[config.mk]
export PLATFORM = sky130hd
export DESIGN_NAME = tt_mux4_sel_ctrl
export DESIGN_NICKNAME = d
export VERILOG_FILES = /design/src/rtl/tt_mux4_sel_ctrl.sv
export SDC_FILE = /design/constraint.sdc
export NUM_CORES = 1
export LEC_CHECK = 0
export ABC_CLOCK_PERIOD_IN_PS = 2560
export CORE_ASPECT_RATIO = 0.7
export CORE_MARGIN = 2
export CORE_UTILIZATION = 53
export DETAILED_ROUTE_END_ITERATION = 10
export PLACE_DENSITY = 0.78
export SYNTH_ARGS = -nofsm -noshare
export SYNTH_HDL_FRONTEND = slang
export SYNTH_SLANG_ARGS = --single-unit
[constraint.sdc]
create_clock -name clk -period 2.56 [get_ports clk]
set_input_delay 0.512 -clock clk [delete_from_list [all_inputs] [get_ports clk]]
set_output_delay 0.512 -clock clk [all_outputs]
set_load 0.05 [all_outputs]
[src/rtl/tt_mux4_sel_ctrl.sv]
// Break-before-make select sequencer for a LEVELS-deep mux4 tree.
// ena is dropped before sel moves and comes back only after sel has been stable for SETTLE cycles.
module tt_mux4_sel_ctrl #(
    parameter  int LEVELS = 3,
    parameter  int SETTLE = 4,
    localparam int AW     = 2 * LEVELS
) (
    input  logic          clk,
    input  logic          rst,
    input  logic          en_req,
    input  logic          sel_rst,
    input  logic          sel_inc,
    input  logic          sel_load,
    input  logic [AW-1:0] addr_in,
    output logic [AW-1:0] sel,
    output logic          ena,
    output logic          busy,
    output logic          wrap
);

    localparam logic [7:0] CNT_INIT = 8'(SETTLE - 1);

    typedef enum logic [1:0] {
        ST_OFF,
        ST_BREAK,
        ST_SETTLE,
        ST_ON
    } state_t;

    typedef struct packed {
        logic [AW-1:0] tgt;
        logic          wrap;
    } req_t;

    state_t        state, state_nxt;
    logic [AW-1:0] tgt;
    logic [AW-1:0] sel_nxt;
    logic [7:0]    cnt, cnt_nxt;
    req_t          req;
    logic          change;

    // Resolve this cycle's request; lower-priority requests are dropped.
    always_comb begin
        req.tgt  = tgt;
        req.wrap = 1'b0;
        if (sel_rst) begin
            req.tgt = '0;
        end else if (sel_load) begin
            req.tgt = addr_in;
        end else if (sel_inc) begin
            req.tgt  = tgt + AW'(1);
            req.wrap = &tgt;
        end
        change = (req.tgt != tgt);
    end

    always_comb begin
        state_nxt = state;
        cnt_nxt   = cnt;
        sel_nxt   = sel;
        case (state)
            ST_OFF: begin
                sel_nxt = req.tgt;
                if (en_req) begin
                    state_nxt = ST_SETTLE;
                    cnt_nxt   = CNT_INIT;
                end
            end
            ST_SETTLE: begin
                sel_nxt = req.tgt;
                if (!en_req)          state_nxt = ST_OFF;
                else if (change)      cnt_nxt   = CNT_INIT;
                else if (cnt != 8'd0) cnt_nxt   = cnt - 8'd1;
                else                  state_nxt = ST_ON;
            end
            // sel is frozen while the endpoint is live; a change first drops ena.
            ST_ON: begin
                if (!en_req)     state_nxt = ST_OFF;
                else if (change) state_nxt = ST_BREAK;
            end
            ST_BREAK: begin
                sel_nxt = req.tgt;
                if (!en_req) begin
                    state_nxt = ST_OFF;
                end else begin
                    state_nxt = ST_SETTLE;
                    cnt_nxt   = CNT_INIT;
                end
            end
            default: state_nxt = ST_OFF;
        endcase
    end

    always_ff @(posedge clk) begin
        if (rst) begin
            state <= ST_OFF;
            tgt   <= '0;
            cnt   <= '0;
            sel   <= '0;
            ena   <= 1'b0;
            busy  <= 1'b0;
            wrap  <= 1'b0;
        end else begin
            state <= state_nxt;
            tgt   <= req.tgt;
            cnt   <= cnt_nxt;
            sel   <= sel_nxt;
            ena   <= (state_nxt == ST_ON);
            busy  <= (state_nxt == ST_BREAK) || (state_nxt == ST_SETTLE);
            wrap  <= req.wrap;
        end
    end

endmodule
**After elaboration in Yosys (flattened, before gate mapping)**

Index checks and enable logic that the tools add are counted.

- $add $sub $neg: 2
- Reduce and logical (&&, ||, !) cells: 9
- Equal/unequal tests: 10
- Mux-type cells: 16
- Bitwise operators: 1

Operator list:

| kind | count |
|---|---|
| $mux W8 | 4 |
| $pmux W8 S2 | 1 |
| $mux W2 | 7 |
| $mux W6 | 2 |
| $eq A2 B2 Y1 const B | 4 |
| $pmux W2 S4 | 1 |
| $reduce_bool A8 Y1 | 1 |
| $sub A8 B1 Y8 const B | 1 |
| $mux W7 | 1 |
| $add A6 B1 Y6 const B | 1 |
| $ne A6 B6 Y1 | 1 |
| $reduce_and A6 Y1 | 1 |
| $eq A2 B1 Y1 const B | 2 |
| $reduce_and A4 Y1 | 1 |
| $reduce_or A4 Y1 | 1 |
| $ne A3 B3 Y1 const B | 1 |
| $reduce_or A3 Y1 | 1 |
| $logic_not A2 Y1 | 1 |
| $ne A2 B1 Y1 const B | 1 |
| $ne A2 B2 Y1 const B | 1 |
| $reduce_bool A2 Y1 | 1 |
| $reduce_or A2 Y1 | 1 |
| $logic_or A1 B1 Y1 | 1 |
| $not A1 Y1 | 1 |

- Input bits: 12
- Register bits after elaboration: 25

**Depth between registers and ports, before layout**

Gate-level depths: netlist of the first run.

- Depth in word-level cells: 10
- Gate-level depth with buffers: 9

**Least setup slack after synthesis of the first run**

No wires, ideal clock.

- Kind: input -> register
- From: input port sel_inc
- To: register busy
- Setup time: 128 ps
- Arrival time: 2041 ps
- Slack: 391 ps
- Buffers on the path: 1
- Stages on the path: 9
- Path through: buf_2 -> nand4_1 -> o32a_1 -> a31oi_2 -> nor3_4 -> a21oi_1 -> nor2_1 -> ha_1 -> nor2b_1

- Longest elaborated chain between the ends: 9

RTL lines:

| what | RTL line | text |
|---|---|---|
| start: declaration | 12 | `input logic sel_inc,` |
| $mux W7 (*) | 50 | `end else if (sel_inc) begin` |
| $mux W6 (*) | 48 | `end else if (sel_load) begin` |
| $mux W6 (*) | 46 | `if (sel_rst) begin` |
| $ne A6 B6 Y1 (*) | 54 | `change = (req.tgt != tgt);` |
| $mux W2 (on tied branches) | 79, 72 |  |
| $mux W2 (on tied branches) | 78, 71 |  |
| $pmux W2 S4 (*) | 61 | `case (state)` |
| named net state_nxt[0] | 35 | `state_t state, state_nxt;` |
| $eq A2 B1 Y1 / $eq A2 B2 Y1 (equally long branches) | 109 | `busy <= (state_nxt == ST_BREAK) \|\| (state_nxt == ST_SETTLE);` |
| $logic_or A1 B1 Y1 (*) | 109 |  |
| end signal: assignment | 109 |  |
| end: declaration | 17 | `output logic busy,` |

The timed path passes the listed nets; every way through them passes the cells marked *.
A chain may end at the register's enable or synchronous reset.

**Worst setup path after layout of the first run**

Same ends and word-level chain as after synthesis.

==> results of run 1 <==
power by group through the flow:
stage                     registers, mW  logic (mW)  clock network [mW]
after floorplan                   0.441       0.119                   0
after global placement            0.429       0.199                   0
after detailed placement          0.430       0.204                   0
after CTS                         0.421       0.206               0.230
after global routing              0.423       0.224               0.248
final                             0.422       0.207               0.225
logic make-up (layout without fill, tap and decap cells):
kind of cell    after synthesis  count (layout)  share of synthesized area, %
xor+xnor                      5               5                          3.06
simple gates                 77              77                          29.4
compound gates               43              43                          23.1
fa+ha+maj                     4               4                          3.49
flops                        25              25                          34.9
buf+inv                      16              42                          4.54
mux                           2               2                          1.40
stage by stage:
stage | hold slack [ns] | setup TNS (ns)
after floorplan | 0.489 | 0
after global placement | 0.472 | -0.00945
after detailed placement | 0.487 | -0.103
after CTS | 0.507 | 0
after global routing | 0.540 | 0
final | 0.503 | 0
final cells by class:
type / count / area, um2
Inverter: 7 / 26.3
Timing Repair Buffer: 31 / 283
Fill cell: 205 / 751
Sequential cell: 25 / 500
Clock buffer: 4 / 45.0
Multi-Input combinational cell: 131 / 867
Tap cell: 34 / 42.5
state kept, by name, summed over array words and instances, names as in the netlist:
name and cells:
cnt 8, busy 1, sel 6, wrap 1, state 2, ena 1
tgt 6
worst max-delay path: stages:
cell,delay [ns]
clkdlybuf4s50_1,0.58
nand4_1,0.14
o32a_1,0.37
a31oi_2,0.19
nor3_4,0.06
a21oi_1,0.19
nor2_1,0.07
ha_1,0.29
nor2b_1,0.13
routing by layer:
metal	wire (um)	vias up	track usage [%]	part of all wire [%]
met3	312	2	6.12	8.9
met1	1620	651	34.4	46
met2	1570	58	38.0	45
met4	8	0	2.45	0.23
li1	-	673	-	-
met5	0	-	0	0
placed cells by master (no fill, tap or decap), types with 4 or more instances in the layout:
| master | instances |
|---|---|
| dfxtp_1 | 25 |
| nor2_1 | 22 |
| clkdlybuf4s50_1 | 20 |
| nand2_1 | 14 |
| buf_4 | 11 |
| nor2b_1 | 9 |
| a21oi_1 | 8 |
| inv_1 | 7 |
| nor3_1 | 7 |
| a21o_1 | 5 |
| ha_1 | 4 |
worst max path at each step:
stage	start	endpoint	slack [ns]	cells after the start
6_report	sel_inc	busy	0.18	9
5_1_grt	sel_inc	busy	0.12	9
4_1_cts	sel_inc	busy	0.18	9
3_5_place_dp	sel_inc	busy	-0.1	9
3_3_place_gp	sel_inc	busy	-0.009	9
2_1_floorplan	sel_inc	busy	0.39	9
==> results.txt, run 1 <==
----------------------------------------------------
[Outcome]
  Run status ... complete, no violations

[Worst setup path]
  Data required, critical path ... 2.71 ns
  Startpoint-to-endpoint class of the critical path ... primary input to flip-flop
  Reg-to-Reg Start ... cnt[0]
  Worst-path maximum fanout ... 6
  Worst reg-to-reg path cell count ... 8
  Flop2flop setup slack ... 0.46 ns
  Setup crit start kind ... primary input
  Crit path DAT ... between 2 and 3 ns
  Worst reg2reg endpoint ... busy
  Worst setup EP type ... flip-flop

[Cells and area]
  Fraction of final layout cells with drive strength greater than 1 ... 11.1%
  Final core occ ... 70.1%
  Final cell count without fillers ... between 200 and 250
  Fin nets ... 215
  Antenna diode count ... 0
  Design area ... about 1800 um2
  Area growth, synth to finish ... 23.1%

[STA]
  Share of the clock period used by the worst path after layout ... slightly above 90%
  Measured slew at the worst slew-check pin ... about 0.5 ns
  Total count of max-transition violations in the final report ... 0
  Number of hold violations in the final report ... 0
  Upper clock frequency limit ... 419 MHz
  Least setup slack across all paths after layout ... around 0.18 ns
  Tightest slew margin relative to the limit ... between 60 and 70%
  Min Tclk post-route ... 2.38 ns
  Final-report setup violation count ... 0
  Setup repair after global routing missed its margin ... false
  Clk_skew ... ~0.0054 ns

[CTS]
  Total CTS buffers ... 3
  H-tree levels ... 1
  Clock tree from TritonCTS ... built
  Clock sink count ... 25
  Cell chosen for the clock root ... clkbuf_8
  Cts repair resizes ... 0
  Clock-pin slew reported for the worst setup and hold paths after clock tree synthesis ... 0.08 ns
  Number of buffers added to fix hold violations after cts ... 0
  Number of buffers inserted to repair setup after CTS ... 0
  Clock insertion delay at the later pin of the skew report ... between 0.2 and 0.3 ns
  Maximum count of clock buffers along a single path ... 2

[Power and ir drop]
  Clock network power share ... about a quarter
  Highest ir drop seen on vdd ... around 0.43 mV
  Total power draw ... about 850 uW
  Pwr per Cell Area ... 484 nW/um2
  Leakage power summed over all cells ... between 0.7 and 0.8 nW
  Internal power consumption ... 608 uW
  Switching power ... around 250 uW
  Sequential fraction of design power ... approximately 49%
  Relative contribution of combinational cells to total power ... about a quarter
  Switching power share of the total ... 28.8%

[Yosys]
  Synth Instances ... 172
  Leading post-synthesis cells by instance count ... 25 x dfxtp_1, 22 x nor2_1, 14 x nand2_1
  Asr flop ratio synth ... 0%
  Leading register cell type out of synthesis ... dfxtp_1
  Number of enable-type register cells in the synthesized netlist ... 0
  Synthesized area per cell ... 8.33 um2
  Synth area leaders ... dfxtp_1 35%, nor2_1 5.8%, nor2b_1 3.9%
  Count of state elements after synthesis ... 25
  Post-synthesis cell type with the largest combined area ... dfxtp_1
  Unique masters post-synth ... between 40 and 50
  Portion of the post-synthesis area used by sequential elements ... 34.9%
  Cell area after technology mapping ... roughly 1400 um2
  Most frequently used cell type in the post-synthesis netlist ... dfxtp_1
  Share of the synthesized area in the top cell type ... 34.9%
  Number of nets in the synthesized netlist ... 188
  Yosys synthesis warning count ... 0

[Route]
  Average wire length per cell after detail routing ... roughly 15 um
  Detailed-route vias per instance ... 5.97
  First-iteration detailed-routing DRC count ... 165
  Final wirelength ... 3520 um
  Remaining number of nets flagged by the antenna check after routing ... 0
  # DRC ... 0
  Total via count after detailed routing ... between 1000 and 1500
  First-pass iteration count of the detailed router ... 4

[Placement]
  Placed inst area ... 1720 um2
  Number of placed instances, taps included ... 228
  HPWL reported at the end of detailed placement ... 2720 um
  Routability cong. ... 0.839
  Count of port buffers added during placement ... 20
  Setup slack at placement ... -0.0972 ns

[Global route]
  Antenna violations before repair ... 0
  Vias in the first global route ... between 1000 and 1500
  Global router's overall resource usage ... 23.8%
  Largest net degree at the start of global routing ... 23
  Grt ovf ... 0
  Wire length of the first global-routing pass ... 5570 um

[Die]
  Overall die height ... about 48 um
  Horiz. Die Dim ... ~66 um
  Number of top-level pins ... 21
  Placement row count ... 15
  Starting Density ... 57.0%
  Core Box Area ... 2510 um2
  Floorplan die area ... 3140 um2

[Hold path]
  End point of the most critical hold path ... sel[1]
  Worst min-delay path category ... flip-flop to flip-flop
  Hold Path Origin ... sel[1]
  Number of stages on the worst hold path ... 2

[Job]
  Count of maximum capacitance violations ... 0

----------------------------------------------------
Note: power is estimated with default switching activity, not from simulation.
==> inputs of run 2 (changes only) <==
- CTS_CLUSTER_DIAMETER: default -> 50
- SLEW_MARGIN: default -> 40
==> results of run 2 <==
The final DEF is identical to that of run 1; final timing and power are the same.
==> inputs of run 3 (changes only) <==
- REMOVE_ABC_BUFFERS: default -> 1
==> results.txt, run 3 (synthesized netlist as in run 1, its figures left out) <==
----------------------------------------------------
[STA]
  Total count of max-transition violations in the final report ... 0
  Measured slew at the worst slew-check pin ... 0.504 ns
  Tightest slew margin relative to the limit ... 66.3%
  Setup repair after global routing missed its margin ... false
  Final total negative setup slack ... 0 ns
  Clk_skew ... 0.00697 ns
  Number of hold violations in the final report ... 0
  Upper clock frequency limit ... around 420 MHz
  Final-report setup violation count ... 0
  Min Tclk post-route ... 2.37 ns
  Final-layout worst hold slack ... 0.514 ns
  Share of the clock period used by the worst path after layout ... 92.6%
  Least setup slack across all paths after layout ... 0.191 ns

[Die]
  Number of top-level pins ... 21
  Core Box Area ... ~2500 um2
  Floorplan die area ... 3140 um2
  Starting Density ... 57.0%
  Overall die height ... 47.5 um
  Placement row count ... 15
  Horiz. Die Dim ... 66.1 um

[Hold path]
  Number of stages on the worst hold path ... 2
  Worst min-delay path category ... flip-flop to flip-flop
  Hold Path Origin ... sel[0]
  End point of the most critical hold path ... sel[0]

[Power and ir drop]
  Total power draw ... just under 900 uW
  Leakage power summed over all cells ... 0.716 nW
  Pwr per Cell Area ... 487 nW/um2
  Highest ir drop seen on vdd ... 0.374 mV

[Cells and area]
  Design area ... 1790 um2
  Most frequent standard cell in the layout excluding fill and tap cells ... dfxtp_1
  Commonest cells after routing, fill and taps aside ... 25 x dfxtp_1, 22 x nor2_1, 20 x clkdlybuf4s50_1
  Registers with the most flip-flops ... cnt x8, sel x6, tgt x6
  Multi-input gate area ... roughly 870 um2
  Fin nets ... 218
  Area growth, synth to finish ... 25.0%
  FF+latch area ... 500 um2
  Antenna diode count ... 0
  Final cell count without fillers ... 235
  Largest register by flop count ... cnt
  Fraction of final layout cells with drive strength greater than 1 ... 12.9%
  Final core occ ... 71.2%
  Flip-flop count of the largest register after layout ... 8
  Number of fill cells in the layout ... 205

[Global route]
  Wire length of the first global-routing pass ... between 5000 and 6000 um
  Vias in the first global route ... 1245
  Antenna violations before repair ... 0
  Global router's overall resource usage ... 25.0%
  Largest net degree at the start of global routing ... 16
  Grt ovf ... 0

[Worst setup path]
  Worst reg-to-reg path cell count ... 9
  Worst setup EP type ... flip-flop
  Slowest stage delay, CP ... 0.56 ns
  Reg-to-Reg Start ... tgt[0]
  Data required, critical path ... about 2.7 ns
  Worst reg2reg endpoint ... busy
  Number of logic stages on the critical path including buffering ... 10
  Worst-path maximum fanout ... 10
  Family of cells with the greatest summed delay on the critical path ... buffers and inverters
  Flop2flop setup slack ... 0.46 ns
  Setup crit start kind ... primary input
  Critical path, cell by cell ... clkdlybuf4s50_1 -> buf_4 -> nor3b_1 -> o21ai_1 -> o221ai_1 -> nor3_4 -> a21oi_1 -> nor2_1 -> ha_1 -> nor2b_1
  Crit path DAT ... ~2.5 ns
  Crit path max-delay cell type ... clkdlybuf4s50_1
  Buffers plus inverters on the worst setup path ... 2
  Startpoint-to-endpoint class of the critical path ... primary input to flip-flop

[CTS]
  H-tree levels ... 1
  Clock-pin slew reported for the worst setup and hold paths after clock tree synthesis ... approximately 0.09 ns
  Clock tree from TritonCTS ... built
  Maximum count of clock buffers along a single path ... 2
  Clock insertion delay at the later pin of the skew report ... 0.27 ns
  Cell chosen for the clock root ... clkbuf_8
  Total CTS buffers ... 3
  Number of buffers inserted to repair setup after CTS ... 0
  Clock sink count ... 25
  Number of buffers added to fix hold violations after cts ... 0
  Cts repair resizes ... 0

[Placement]
  Placed inst area ... 1740 um2
  Number of placed instances, taps included ... 231
  Count of port buffers added during placement ... 20
  HPWL reported at the end of detailed placement ... 2860 um
  Setup slack at placement ... -0.0602 ns
  Routability cong. ... ~0.98

[Route]
  Final wirelength ... ~3600 um
  # DRC ... 0
  Detailed-route vias per instance ... 5.94
  Average wire length per cell after detail routing ... 15.5 um
  First-pass iteration count of the detailed router ... 4
  Total via count after detailed routing ... 1397
  Remaining number of nets flagged by the antenna check after routing ... 0
  First-iteration detailed-routing DRC count ... approximately 150

[Job]
  Count of maximum capacitance violations ... 0

[Outcome]
  Run status ... complete, no violations

----------------------------------------------------
run 3: cell count changes in the layout (fill, tap and decap cells not counted), sizes merged:
cell / before / now
clkinvlp: 0 / 1
buf: 11 / 14
clkbuf: 4 / 3
run 3: tightest hold or removal path, delay by kind of cell, from the launching register on:
kind            cells  cell delay, ns
simple gates        1            0.07
compound gates      1            0.06
flops               1            0.35
run 3: layout make-up:
cell class | count | share of cell area, %
timing repair buffer | 34 | 17.1
clock buffer | 3 | 2.31
sequential | 25 | 28.0
clock inverter | 1 | 0.419
tap | 34 | 2.38
multi-input combinational | 131 | 48.4
inverter | 7 | 1.47
run 3: worst max path at each step:
stage | from | endpoint | slack [ns]
after detailed placement | sel_load | busy | -0.06
after global routing | sel_load | busy | 0.05
after floorplan | sel_load | busy | 0.47
final | sel_load | busy | 0.19
after CTS | sel_load | busy | 0.21
after global placement | sel_load | busy | 0.006
run 3: power by group:
group | leakage [nW] | switching (mW) | internal, mW | total, mW
combinational | 0.491 | 0.117 | 0.0981 | 0.216
sequential | 0.204 | 0.0182 | 0.403 | 0.422
clock | 0.0217 | 0.125 | 0.110 | 0.235
run 3: metal layers:
layer  wire length [um]  up-vias  GRT usage (%)  part of all wire (%)
met4                 29        0           3.67                  0.80
met5                  0        -              0                     0
met3                284        6           6.12                   7.8
met1               1720      635           34.7                    47
li1                   -      686              -                     -
met2               1610       70           41.4                    44
